--- src/rtl/mmio_mon_pkg.sv ---
// Shared types, channel addresses and helpers for the MMIO store-to-output latency monitor.
package mmio_mon_pkg;

   typedef enum logic {MON_IDLE, MON_WAIT} mon_state_e;

   localparam logic [31:0] ADDR_LEDR = 32'h0000_7000;
   localparam logic [31:0] ADDR_LEDG = 32'h0000_7010;

   // Saturating increment on a counter zero-extended to 32 bits; max is the
   // all-ones value of the real counter width, so counters up to 32 bits are covered.
   function automatic logic [31:0] sat_inc(input logic [31:0] cnt, input logic [31:0] max);
      return (cnt == max) ? cnt : cnt + 32'd1;
   endfunction

endpackage

--- src/rtl/mmio_lat_ch.sv ---
// One monitored channel: IDLE/WAIT FSM, expected value, cycle timer and
// saturating ok/late/overrun counters.
module mmio_lat_ch
   import mmio_mon_pkg::*;
#(
   parameter int DATA_W  = 32,
   parameter int MAX_LAT = 4,
   parameter int CNT_W   = 16
) (
   input  logic              clk,
   input  logic              rstn,
   input  logic              i_clr,
   input  logic              i_hit,
   input  logic [DATA_W-1:0] i_wdata,
   input  logic [DATA_W-1:0] i_obs,
   output logic              o_pending,
   output logic              o_late_pulse,
   output logic              o_late_sticky,
   output logic [CNT_W-1:0]  o_ok_cnt,
   output logic [CNT_W-1:0]  o_late_cnt,
   output logic [CNT_W-1:0]  o_ovr_cnt
);

   localparam logic [7:0]       MAX_T   = 8'(MAX_LAT);
   localparam logic [CNT_W-1:0] CNT_MAX = '1;

   mon_state_e        state_q, state_d;
   logic [DATA_W-1:0] exp_q, exp_d;
   logic [7:0]        tmr_q, tmr_d;
   logic [CNT_W-1:0]  ok_cnt_q, ok_cnt_d;
   logic [CNT_W-1:0]  late_cnt_q, late_cnt_d;
   logic [CNT_W-1:0]  ovr_cnt_q, ovr_cnt_d;
   logic              late_pulse_q, late_pulse_d;
   logic              late_sticky_q, late_sticky_d;

   logic waiting, match, timeout;

   assign waiting = (state_q == MON_WAIT);
   assign match   = waiting && (i_obs == exp_q);
   assign timeout = waiting && !match && (tmr_q == MAX_T);

   // State register: synchronous active-low reset, then clear, both back to IDLE with zeroed counters.
   always_ff @(posedge clk) begin
      // NOTE: non-blocking assignments so every flop samples pre-edge values regardless of statement order.
      if (!rstn || i_clr) begin
         state_q       <= MON_IDLE;
         exp_q         <= '0;
         tmr_q         <= '0;
         ok_cnt_q      <= '0;
         late_cnt_q    <= '0;
         ovr_cnt_q     <= '0;
         late_pulse_q  <= 1'b0;
         late_sticky_q <= 1'b0;
      end else begin
         state_q       <= state_d;
         exp_q         <= exp_d;
         tmr_q         <= tmr_d;
         ok_cnt_q      <= ok_cnt_d;
         late_cnt_q    <= late_cnt_d;
         ovr_cnt_q     <= ovr_cnt_d;
         late_pulse_q  <= late_pulse_d;
         late_sticky_q <= late_sticky_d;
      end
   end

   // Next state: resolve match/timeout on the old expectation first, then let a hit re-arm.
   always_comb begin
      // NOTE: every _d gets a hold/idle default first so no path leaves it unassigned (no latch).
      state_d       = state_q;
      exp_d         = exp_q;
      tmr_d         = tmr_q;
      ok_cnt_d      = ok_cnt_q;
      late_cnt_d    = late_cnt_q;
      ovr_cnt_d     = ovr_cnt_q;
      late_pulse_d  = 1'b0;
      late_sticky_d = late_sticky_q;

      if (waiting) begin
         if (match) begin
            ok_cnt_d = CNT_W'(sat_inc(32'(ok_cnt_q), 32'(CNT_MAX)));
            state_d  = MON_IDLE;
         end else if (timeout) begin
            late_cnt_d    = CNT_W'(sat_inc(32'(late_cnt_q), 32'(CNT_MAX)));
            late_sticky_d = 1'b1;
            late_pulse_d  = 1'b1;
            state_d       = MON_IDLE;
         end else begin
            tmr_d = tmr_q + 8'd1;
         end
      end

      if (i_hit) begin
         if (waiting && !match && !timeout) begin
            ovr_cnt_d = CNT_W'(sat_inc(32'(ovr_cnt_q), 32'(CNT_MAX)));
         end
         exp_d   = i_wdata;
         tmr_d   = 8'd1;
         state_d = MON_WAIT;
      end
   end

   // Outputs: all straight from registers.
   always_comb begin
      o_pending     = waiting;
      o_late_pulse  = late_pulse_q;
      o_late_sticky = late_sticky_q;
      o_ok_cnt      = ok_cnt_q;
      o_late_cnt    = late_cnt_q;
      o_ovr_cnt     = ovr_cnt_q;
   end

endmodule

--- src/rtl/mmio_latency_monitor.sv ---
// Snoops LSU stores and per-channel output registers; checks that each
// channel output reflects a stored value within MAX_LAT cycles.
module mmio_latency_monitor
   import mmio_mon_pkg::*;
#(
   parameter int                          NUM_CH  = 2,
   parameter int                          ADDR_W  = 32,
   parameter int                          DATA_W  = 32,
   parameter int                          MAX_LAT = 4,
   parameter int                          CNT_W   = 16,
   parameter logic [NUM_CH*ADDR_W-1:0]    CH_ADDR = {ADDR_LEDG, ADDR_LEDR}
) (
   input  logic                      clk,
   input  logic                      rstn,
   input  logic                      i_st_vld,
   input  logic [ADDR_W-1:0]         i_st_addr,
   input  logic [DATA_W-1:0]         i_st_wdata,
   input  logic [NUM_CH*DATA_W-1:0]  i_obs,
   input  logic                      i_clr,
   output logic [NUM_CH-1:0]         o_pending,
   output logic [NUM_CH-1:0]         o_late_pulse,
   output logic [NUM_CH-1:0]         o_late_sticky,
   output logic [NUM_CH*CNT_W-1:0]   o_ok_cnt,
   output logic [NUM_CH*CNT_W-1:0]   o_late_cnt,
   output logic [NUM_CH*CNT_W-1:0]   o_ovr_cnt,
   output logic                      o_any_err
);

   // The channel timer is 8 bits wide, so the latency window must fit in it.
   if (MAX_LAT < 1 || MAX_LAT > 255) begin : g_bad_max_lat
      $error("mmio_latency_monitor: MAX_LAT must be in 1..255");
   end

   logic [NUM_CH-1:0] hit;

   // Address decode: exact full-width compare against each channel address.
   always_comb begin
      for (int c = 0; c < NUM_CH; c++) begin
         hit[c] = i_st_vld && (i_st_addr == CH_ADDR[c*ADDR_W +: ADDR_W]);
      end
   end

   for (genvar c = 0; c < NUM_CH; c++) begin : g_ch
      mmio_lat_ch #(
         .DATA_W  (DATA_W),
         .MAX_LAT (MAX_LAT),
         .CNT_W   (CNT_W)
      ) u_ch (
         .clk           (clk),
         .rstn          (rstn),
         .i_clr         (i_clr),
         .i_hit         (hit[c]),
         .i_wdata       (i_st_wdata),
         .i_obs         (i_obs[c*DATA_W +: DATA_W]),
         .o_pending     (o_pending[c]),
         .o_late_pulse  (o_late_pulse[c]),
         .o_late_sticky (o_late_sticky[c]),
         .o_ok_cnt      (o_ok_cnt[c*CNT_W +: CNT_W]),
         .o_late_cnt    (o_late_cnt[c*CNT_W +: CNT_W]),
         .o_ovr_cnt     (o_ovr_cnt[c*CNT_W +: CNT_W])
      );
   end

   assign o_any_err = |o_late_sticky;

endmodule

--- config.mk ---
export PLATFORM = sky130hd
export DESIGN_NAME = mmio_latency_monitor
export DESIGN_NICKNAME = d
export VERILOG_FILES = /design/src/rtl/mmio_mon_pkg.sv /design/src/rtl/mmio_lat_ch.sv /design/src/rtl/mmio_latency_monitor.sv
export SDC_FILE = /design/constraint.sdc
export NUM_CORES = 1
export LEC_CHECK = 0
export CAP_MARGIN = 20
export CORE_UTILIZATION = 32
export CTS_CLUSTER_DIAMETER = 80
export DETAILED_ROUTE_END_ITERATION = 10
export GPL_TIMING_DRIVEN = 1
export PLACE_DENSITY = 0.69
export SYNTH_ARGS = -nofsm -noshare
export SYNTH_HDL_FRONTEND = slang
export SYNTH_HIERARCHICAL = 1
export SYNTH_SLANG_ARGS = --single-unit
--- constraint.sdc ---
create_clock -name clk -period 3.1 [get_ports clk]
set_clock_uncertainty 0.2 [all_clocks]
set_input_delay 0.62 -clock clk [delete_from_list [all_inputs] [get_ports clk]]
set_output_delay 0.62 -clock clk [all_outputs]
set_load 0.02 [all_outputs]
==> flow_metrics.env, run 1 <==
export IMPL_clkLatencyLatePin_ns=0.43
export IMPL_coreArea_sq_um=28900
export IMPL_grt_pass1_vias=8953
export IMPL_synthArstFlopShare=0
export IMPL_grt_use_met3=0.0522
export IMPL_netSwitchingPower_uw=1190
export IMPL_syn_avg_cell_area_sq_um=8.69
export IMPL_die_h_um=174
export IMPL_clk_pin_slew_worst_paths_ns=0.07
export IMPL_synth_nets=1228
export IMPL_netlist_area_leader_share=0.386
export IMPL_syn2layout_area_growth_pct=40.6
export IMPL_ant_nets=0
export IMPL_die_area_sq_um=30200
export IMPL_viasPerCell=5.34
export IMPL_io_pins=235
export IMPL_p_leak_uw=0.00435
export IMPL_ir_worst_vdd_mv=0.289
export IMPL_share_comb_of_total_power=0.068
export IMPL_powerDensity_nw_per_um2=369
export IMPL_yosysUniqueCellTypes=51
export IMPL_num_vias=9325
export IMPL_cpMostUsedCell="nand4_1"
export IMPL_maxClockFrequency_mhz=328
export IMPL_place_gp_congestion=0.827
export IMPL_grt_use_total=0.190
export IMPL_startpoint_type="primary input"
export IMPL_grt_overflow_total=0
export IMPL_antenna_cells=0
export IMPL_antenna_found_initial=0
export IMPL_synth_top_area_cell="dfxtp_1"
export IMPL_busiest_layer="met2"
export IMPL_fin_crit_sh=0.983
export IMPL_setup_viol=0
export IMPL_drt_iter0_drc=606
export IMPL_use_met1=0.240
export IMPL_internal_power_uw=3710
export IMPL_yosysMostFrequentCell="dfxtp_1"
export IMPL_synth_common_cells="182 x dfxtp_1, 88 x nor2_1, 80 x a21oi_1, 80 x mux2i_1"
export IMPL_ys_seq_area_frac=0.386
export IMPL_ctsLongestPathBuffers=2
export IMPL_grt_max_degree=36
export IMPL_start_util=0.327
export IMPL_swShare=0.243
export IMPL_cp_end_kind="flip-flop"
export IMPL_pwr_share_seq=0.477
export IMPL_worst_slew_pin_slew_ns=0.640
export IMPL_clockPowerShare=0.455
export IMPL_dp_hpwl_mm=21.5
export IMPL_dieWidth_um=174
export IMPL_ys_ff_latch=182
export IMPL_path_delay_family="simple AND/OR/NAND/NOR gates"
export IMPL_finalMaxSlewViolations=0
export IMPL_reg2regPathDepth=8
export IMPL_path_max_fanout=5
export IMPL_hp_class="reg -> reg"
export IMPL_crit_arrival_ns=3.20
export IMPL_slowest_stage="or4b_2"
export IMPL_drc=0
export IMPL_cts_buffers=17
export IMPL_period_needed_ns=3.05
export IMPL_hold_violations=0
export IMPL_holdWs_ns=0.286
export IMPL_netlist_area_sq_um=9440
export IMPL_layout_nets=1490
export IMPL_io_buffers=234
export IMPL_status="completed"
export IMPL_first_pass_iters=5
export IMPL_cap_violations=0
export IMPL_yosys_warnings=6
export IMPL_slowest_delay_ns=0.66
export IMPL_synth_edff_count=0
export IMPL_cp_num_cells=9
export IMPL_synth_area_leaders="dfxtp_1 39%, mux2i_1 8.5%, xor2_1 5.9%"
export IMPL_gr_usage_met2=0.321
export IMPL_relSlewSlack=0.574
export IMPL_path_class="in -> reg"
export IMPL_synth_main_ff_cell="dfxtp_1"
export IMPL_crit_required_ns=3.25
export IMPL_drive_above_1_share=0.104
export IMPL_critical_path_buf_inv_count=2
export IMPL_routedWlPerCell_um=16.6
export IMPL_cts_tree="yes"
export IMPL_clock_sinks=182
export IMPL_htreeDepth=4
export IMPL_finalSetupTns_ns=0
export IMPL_grt_first_pass_wirelength_mm=46.7
export IMPL_path_cells="clkdlybuf4s50_1, nor4_2, nand4_1, nor3_2, buf_4, nand4_1, or4b_2, or3_1, a21oi_1"
export IMPL_cts_root_buf="clkbuf_16"
export IMPL_synthCells=1086
export IMPL_routed_wl_mm=29.0
export IMPL_std_cell_rows=62
export IMPL_min_path_cells=2
power groups by stage:
stage / registers, uW / clock network, uW / logic, uW
after floorplan: 2390 / 0 / 92.6
after global placement: 2390 / 0 / 329
after detailed placement: 2390 / 0 / 333
after CTS: 2340 / 2300 / 334
after global routing: 2340 / 2390 / 357
final: 2340 / 2230 / 332
timing repair:
| item | 4_1_cts | 5_1_grt |
|---|---|---|
| endpoints found under the hold margin | 0 | 0 |
| buffers inserted | 0 | 1 |
| endpoints found under the setup margin | 0 | 10 |
| resized for setup | 0 | 1 |
| hold buffers | 0 | 0 |
per-layer routing:
metal / part of all wire / vias to the layer above / routed length, um
met5: 0 / - / 0
met4: 0.011 / 0 / 329
met3: 0.072 / 25 / 2070
met2: 0.48 / 294 / 13800
met1: 0.44 / 4439 / 12800
li1: - / 4567 / -
worst paths after layout:
kind | startpoint | end | slack (ns)
worst max-delay path | i_st_addr[2] | g_ch[0].u_ch/o_ovr_cnt[12] | 0.05
worst min-delay path | g_ch[0].u_ch/o_ovr_cnt[11] | g_ch[0].u_ch/o_ovr_cnt[11] | 0.29
worst max register to register | g_ch[0].u_ch/tmr_q[0] | g_ch[0].u_ch/o_late_cnt[4] | 0.38
worst min register to register | g_ch[0].u_ch/o_ovr_cnt[11] | g_ch[0].u_ch/o_ovr_cnt[11] | 0.29
final cells by class:
cell class / count / area, sq um
clock inverter: 13 / 154
fill: 2779 / 15600
timing repair buffer: 308 / 2980
tap: 384 / 480
clock buffer: 19 / 443
sequential: 182 / 3640
inverter: 23 / 86.3
multi-input combinational: 816 / 5470
logic make-up (layout without fill, tap and decap cells):
kind of cell,count (synthesis),count (layout),synth area share
mux,80,80,0.0849
simple gates,457,458,0.281
xor+xnor,66,66,0.0613
compound gates,202,202,0.135
fa+ha+maj,10,10,0.0133
flops,182,182,0.386
buf+inv,89,363,0.0381
sequential cells by signal, indices dropped and copies added, names as in the netlist:
name and cells:
g_ch.u_ch/o_late_sticky 2, g_ch.u_ch/o_ovr_cnt 32, g_ch.u_ch/o_late_pulse 2, g_ch.u_ch/tmr_q 16, g_ch.u_ch/exp_q 64, g_ch.u_ch/o_ok_cnt 32, g_ch.u_ch/o_pending 2, g_ch.u_ch/o_late_cnt 32
worst reg2reg max path: cells and delay by family, from the launching register on:
kind                       cells  cell delay, ns
and+or+nand+nor                3            1.24
AOI/OAI and AO/OA              2            0.40
DFF                            1            0.34
buffers and inverters          2            0.32
adders and majority gates      1            0.14
cell usage in the layout, fill, tap and decap left out, types with 3 or more instances in the layout:
cell	synthesis	routed
or2_2	3	3
buf_4	0	66
ha_1	10	10
nor2_1	88	88
o21ai_0	32	30
clkinv_4	0	3
nor3_1	12	10
a31oi_1	6	6
nand4_1	24	24
mux2i_1	80	80
nand2_1	54	54
clkdlybuf4s50_1	0	234
dfxtp_1	182	182
nor3b_1	4	4
o31ai_1	38	38
or3_1	36	36
nor4b_1	5	5
nor3_2	2	4
nand4b_1	8	8
and3_1	24	24
a21oi_1	80	80
a41o_1	10	10
inv_1	23	23
o41ai_1	12	12
clkbuf_16	0	17
o211ai_1	8	8
nor4_2	13	14
buf_12	0	7
and4_1	8	8
inv_8	0	5
and2_1	10	10
nand2b_1	22	20
nor4_1	30	29
nand3b_1	4	4
xor2_1	64	64
or4_1	34	34
nand3_1	64	64
per-stage QoR:
| step | setup WS, ns | power [uW] | area (sq um) | utilization | instances |
|---|---|---|---|---|---|
| final | 0.0521 | 4890 | 13300 | 0.460 | 1745 |
| after global routing | -0.00861 | 5080 | 13300 | 0.460 | 1745 |
| after CTS | 0.0625 | 4970 | 13200 | 0.459 | 1742 |
| after detailed placement | -0.386 | 2720 | 12600 | 0.438 | 1710 |
| after global placement | -0.314 | 2720 | 12600 | 0.438 | 1710 |
| after floorplan | 0.107 | 2480 | 9440 | - | 1086 |
No activity file was read; power rests on OpenSTA's default activity.
==> run 2: changes to the inputs <==
--- a/config.mk
+++ b/config.mk
@@ -10,7 +10,7 @@
 export CTS_CLUSTER_DIAMETER = 80
 export DETAILED_ROUTE_END_ITERATION = 10
 export GPL_TIMING_DRIVEN = 1
-export PLACE_DENSITY = 0.69
+export PLACE_DENSITY = 0.64
 export SYNTH_ARGS = -nofsm -noshare
 export SYNTH_HDL_FRONTEND = slang
 export SYNTH_HIERARCHICAL = 1
==> run 2 against run 1 <==
Compared with the run above: sequential share of layout area down 0.19 points; combinational power about the same; sequential power about the same; critical path type unchanged; via count down 2.2%; first-iteration DRC count down 23%; total power down 0.92%; flip-flop and latch count unchanged; critical endpoint is now g_ch[0].u_ch/o_ovr_cnt[10].
==> flow_metrics.env, run 2 (synthesized netlist as in run 1, its figures left out) <==
export IMPL_largest_reg_flops=64
export IMPL_first_pass_iters=5
export IMPL_crit_arrival_ns=3.10
export IMPL_period_needed_ns=2.94
export IMPL_io_buffers=234
export IMPL_relSlewSlack=0.424
export IMPL_fillers=2786
export IMPL_use_met1=0.236
export IMPL_seq_area_sq_um=3640
export IMPL_grt_use_total=0.188
export IMPL_mostFrequentLayoutCells="234 x clkdlybuf4s50_1, 182 x dfxtp_1, 88 x nor2_1"
export IMPL_path_class="in -> reg"
export IMPL_place_gp_congestion=0.801
export IMPL_gr_usage_met2=0.316
export IMPL_grt_overflow_total=0
export IMPL_startpoint_type="primary input"
export IMPL_coreArea_sq_um=28900
export IMPL_maxClockFrequency_mhz=340
export IMPL_powerDensity_nw_per_um2=363
export IMPL_antenna_found_initial=0
export IMPL_p_leak_uw=0.00440
export IMPL_clkLatencyLatePin_ns=0.44
export IMPL_setup_viol=0
export IMPL_fin_area_sq_um=13400
export IMPL_htreeDepth=4
export IMPL_drc=0
export IMPL_grt_pass1_vias=8667
export IMPL_cts_hold_repair_buffers=0
export IMPL_path_cells="clkdlybuf4s50_1, nor4bb_4, nand4_1, buf_4, nor3_2, buf_4, nand4_1, or4_1, or3_1, a21oi_1"
export IMPL_routedWlPerCell_um=16.4
export IMPL_finalMaxSlewViolations=0
export IMPL_crit_required_ns=3.26
export IMPL_slowest_delay_ns=0.53
export IMPL_io_pins=235
export IMPL_dp_hpwl_mm=21.0
export IMPL_path_max_fanout=5
export IMPL_layout_nets=1490
export IMPL_ctsLongestPathBuffers=2
export IMPL_cts_tree="yes"
export IMPL_drt_iter0_drc=467
export IMPL_holdWs_ns=0.283
export IMPL_dieWidth_um=174
export IMPL_std_cell_rows=62
export IMPL_clk_pin_slew_worst_paths_ns=0.07
export IMPL_viasPerCell=5.23
export IMPL_hold_violations=0
export IMPL_cap_violations=0
export IMPL_die_h_um=174
export IMPL_routed_wl_mm=28.6
export IMPL_ant_nets=0
export IMPL_cts_buffers=17
export IMPL_grt_use_met3=0.0581
export IMPL_start_util=0.327
export IMPL_placed_cell_area_sq_um=12700
export IMPL_ir_worst_vdd_mv=0.289
export IMPL_regMostFlops="g_ch.u_ch/exp_q"
export IMPL_hp_class="reg -> reg"
export IMPL_drive_above_1_share=0.107
export IMPL_final_common_cell="clkdlybuf4s50_1"
export IMPL_multi_input_area_sq_um=5500
export IMPL_status="completed"
export IMPL_grt_first_pass_wirelength_mm=46.1
export IMPL_fin_crit_sh=0.949
export IMPL_slowest_stage="or4_1"
export IMPL_antenna_cells=0
export IMPL_path_delay_family="simple AND/OR/NAND/NOR gates"
export IMPL_die_area_sq_um=30200
export IMPL_cp_end_kind="flip-flop"
export IMPL_critical_path_buf_inv_count=3
export IMPL_worst_slew_pin_slew_ns=0.857
export IMPL_clock_sinks=182
export IMPL_syn2layout_area_growth_pct=41.6
export IMPL_grt_max_degree=36
export IMPL_busiest_layer="met2"
export IMPL_cts_root_buf="clkbuf_16"
export IMPL_r2r_slack_ns=0.38
export IMPL_num_vias=9123
## run 2: layout make-up
type                    count  area share
inverters                  23     0.00646
well taps                 384      0.0360
flip-flops and latches    182       0.273
multi-input cells         815       0.412
repair buffers            309       0.230
clock inverters            13      0.0102
clock buffers              18      0.0329
## run 2: stage by stage
stage	power [uW]	setup TNS (ns)	instances	util	setup slack (ns)
2_1_floorplan	2480	0	1086	-	0.107
3_3_place_gp	2720	-8.38	1712	0.441	-0.300
3_5_place_dp	2720	-10.20	1712	0.441	-0.308
4_1_cts	4910	0	1743	0.461	0.143
5_1_grt	5040	-0.0539	1744	0.463	-0.0159
6_report	4850	0	1744	0.463	0.157
## run 2: where the power goes
group,total (uW),switching [uW],leakage (uW),internal [uW]
clock,2180,1090,0.000283,1090
combinational,335,134,0.00265,200
sequential,2340,0.0000000471,0.00146,2340
total,4850,1220,0.00440,3630
## run 2: timing repair
action / CTS / global route
resized for setup: 0 / 7
buffers inserted: 0 / 1
endpoints found under the hold margin: 0 / 0
setup endpoints to repair: 0 / 9
## run 2: worst paths after layout
path	start	end	depth (start not counted)
max reg2reg	g_ch[0].u_ch/tmr_q[0]	g_ch[0].u_ch/o_late_cnt[10]	8
min reg2reg	g_ch[1].u_ch/o_ok_cnt[12]	g_ch[1].u_ch/o_ok_cnt[12]	2
min	g_ch[1].u_ch/o_ok_cnt[12]	g_ch[1].u_ch/o_ok_cnt[12]	2
max	i_st_addr[13]	g_ch[0].u_ch/o_ovr_cnt[10]	10
## run 2: tightest hold or removal path: cells and delay by family, from the launching register on
kind / cells / cell delay, ns
flip-flops: 1 / 0.34
buffers and inverters: 1 / 0.06
AO/OA/AOI/OAI: 1 / 0.05
## run 2: metal layers
metal,vias to the layer above,wire length (um)
li1,4560,-
met1,4303,12700
met2,239,13600
met3,21,1980
met4,0,306
met5,-,0
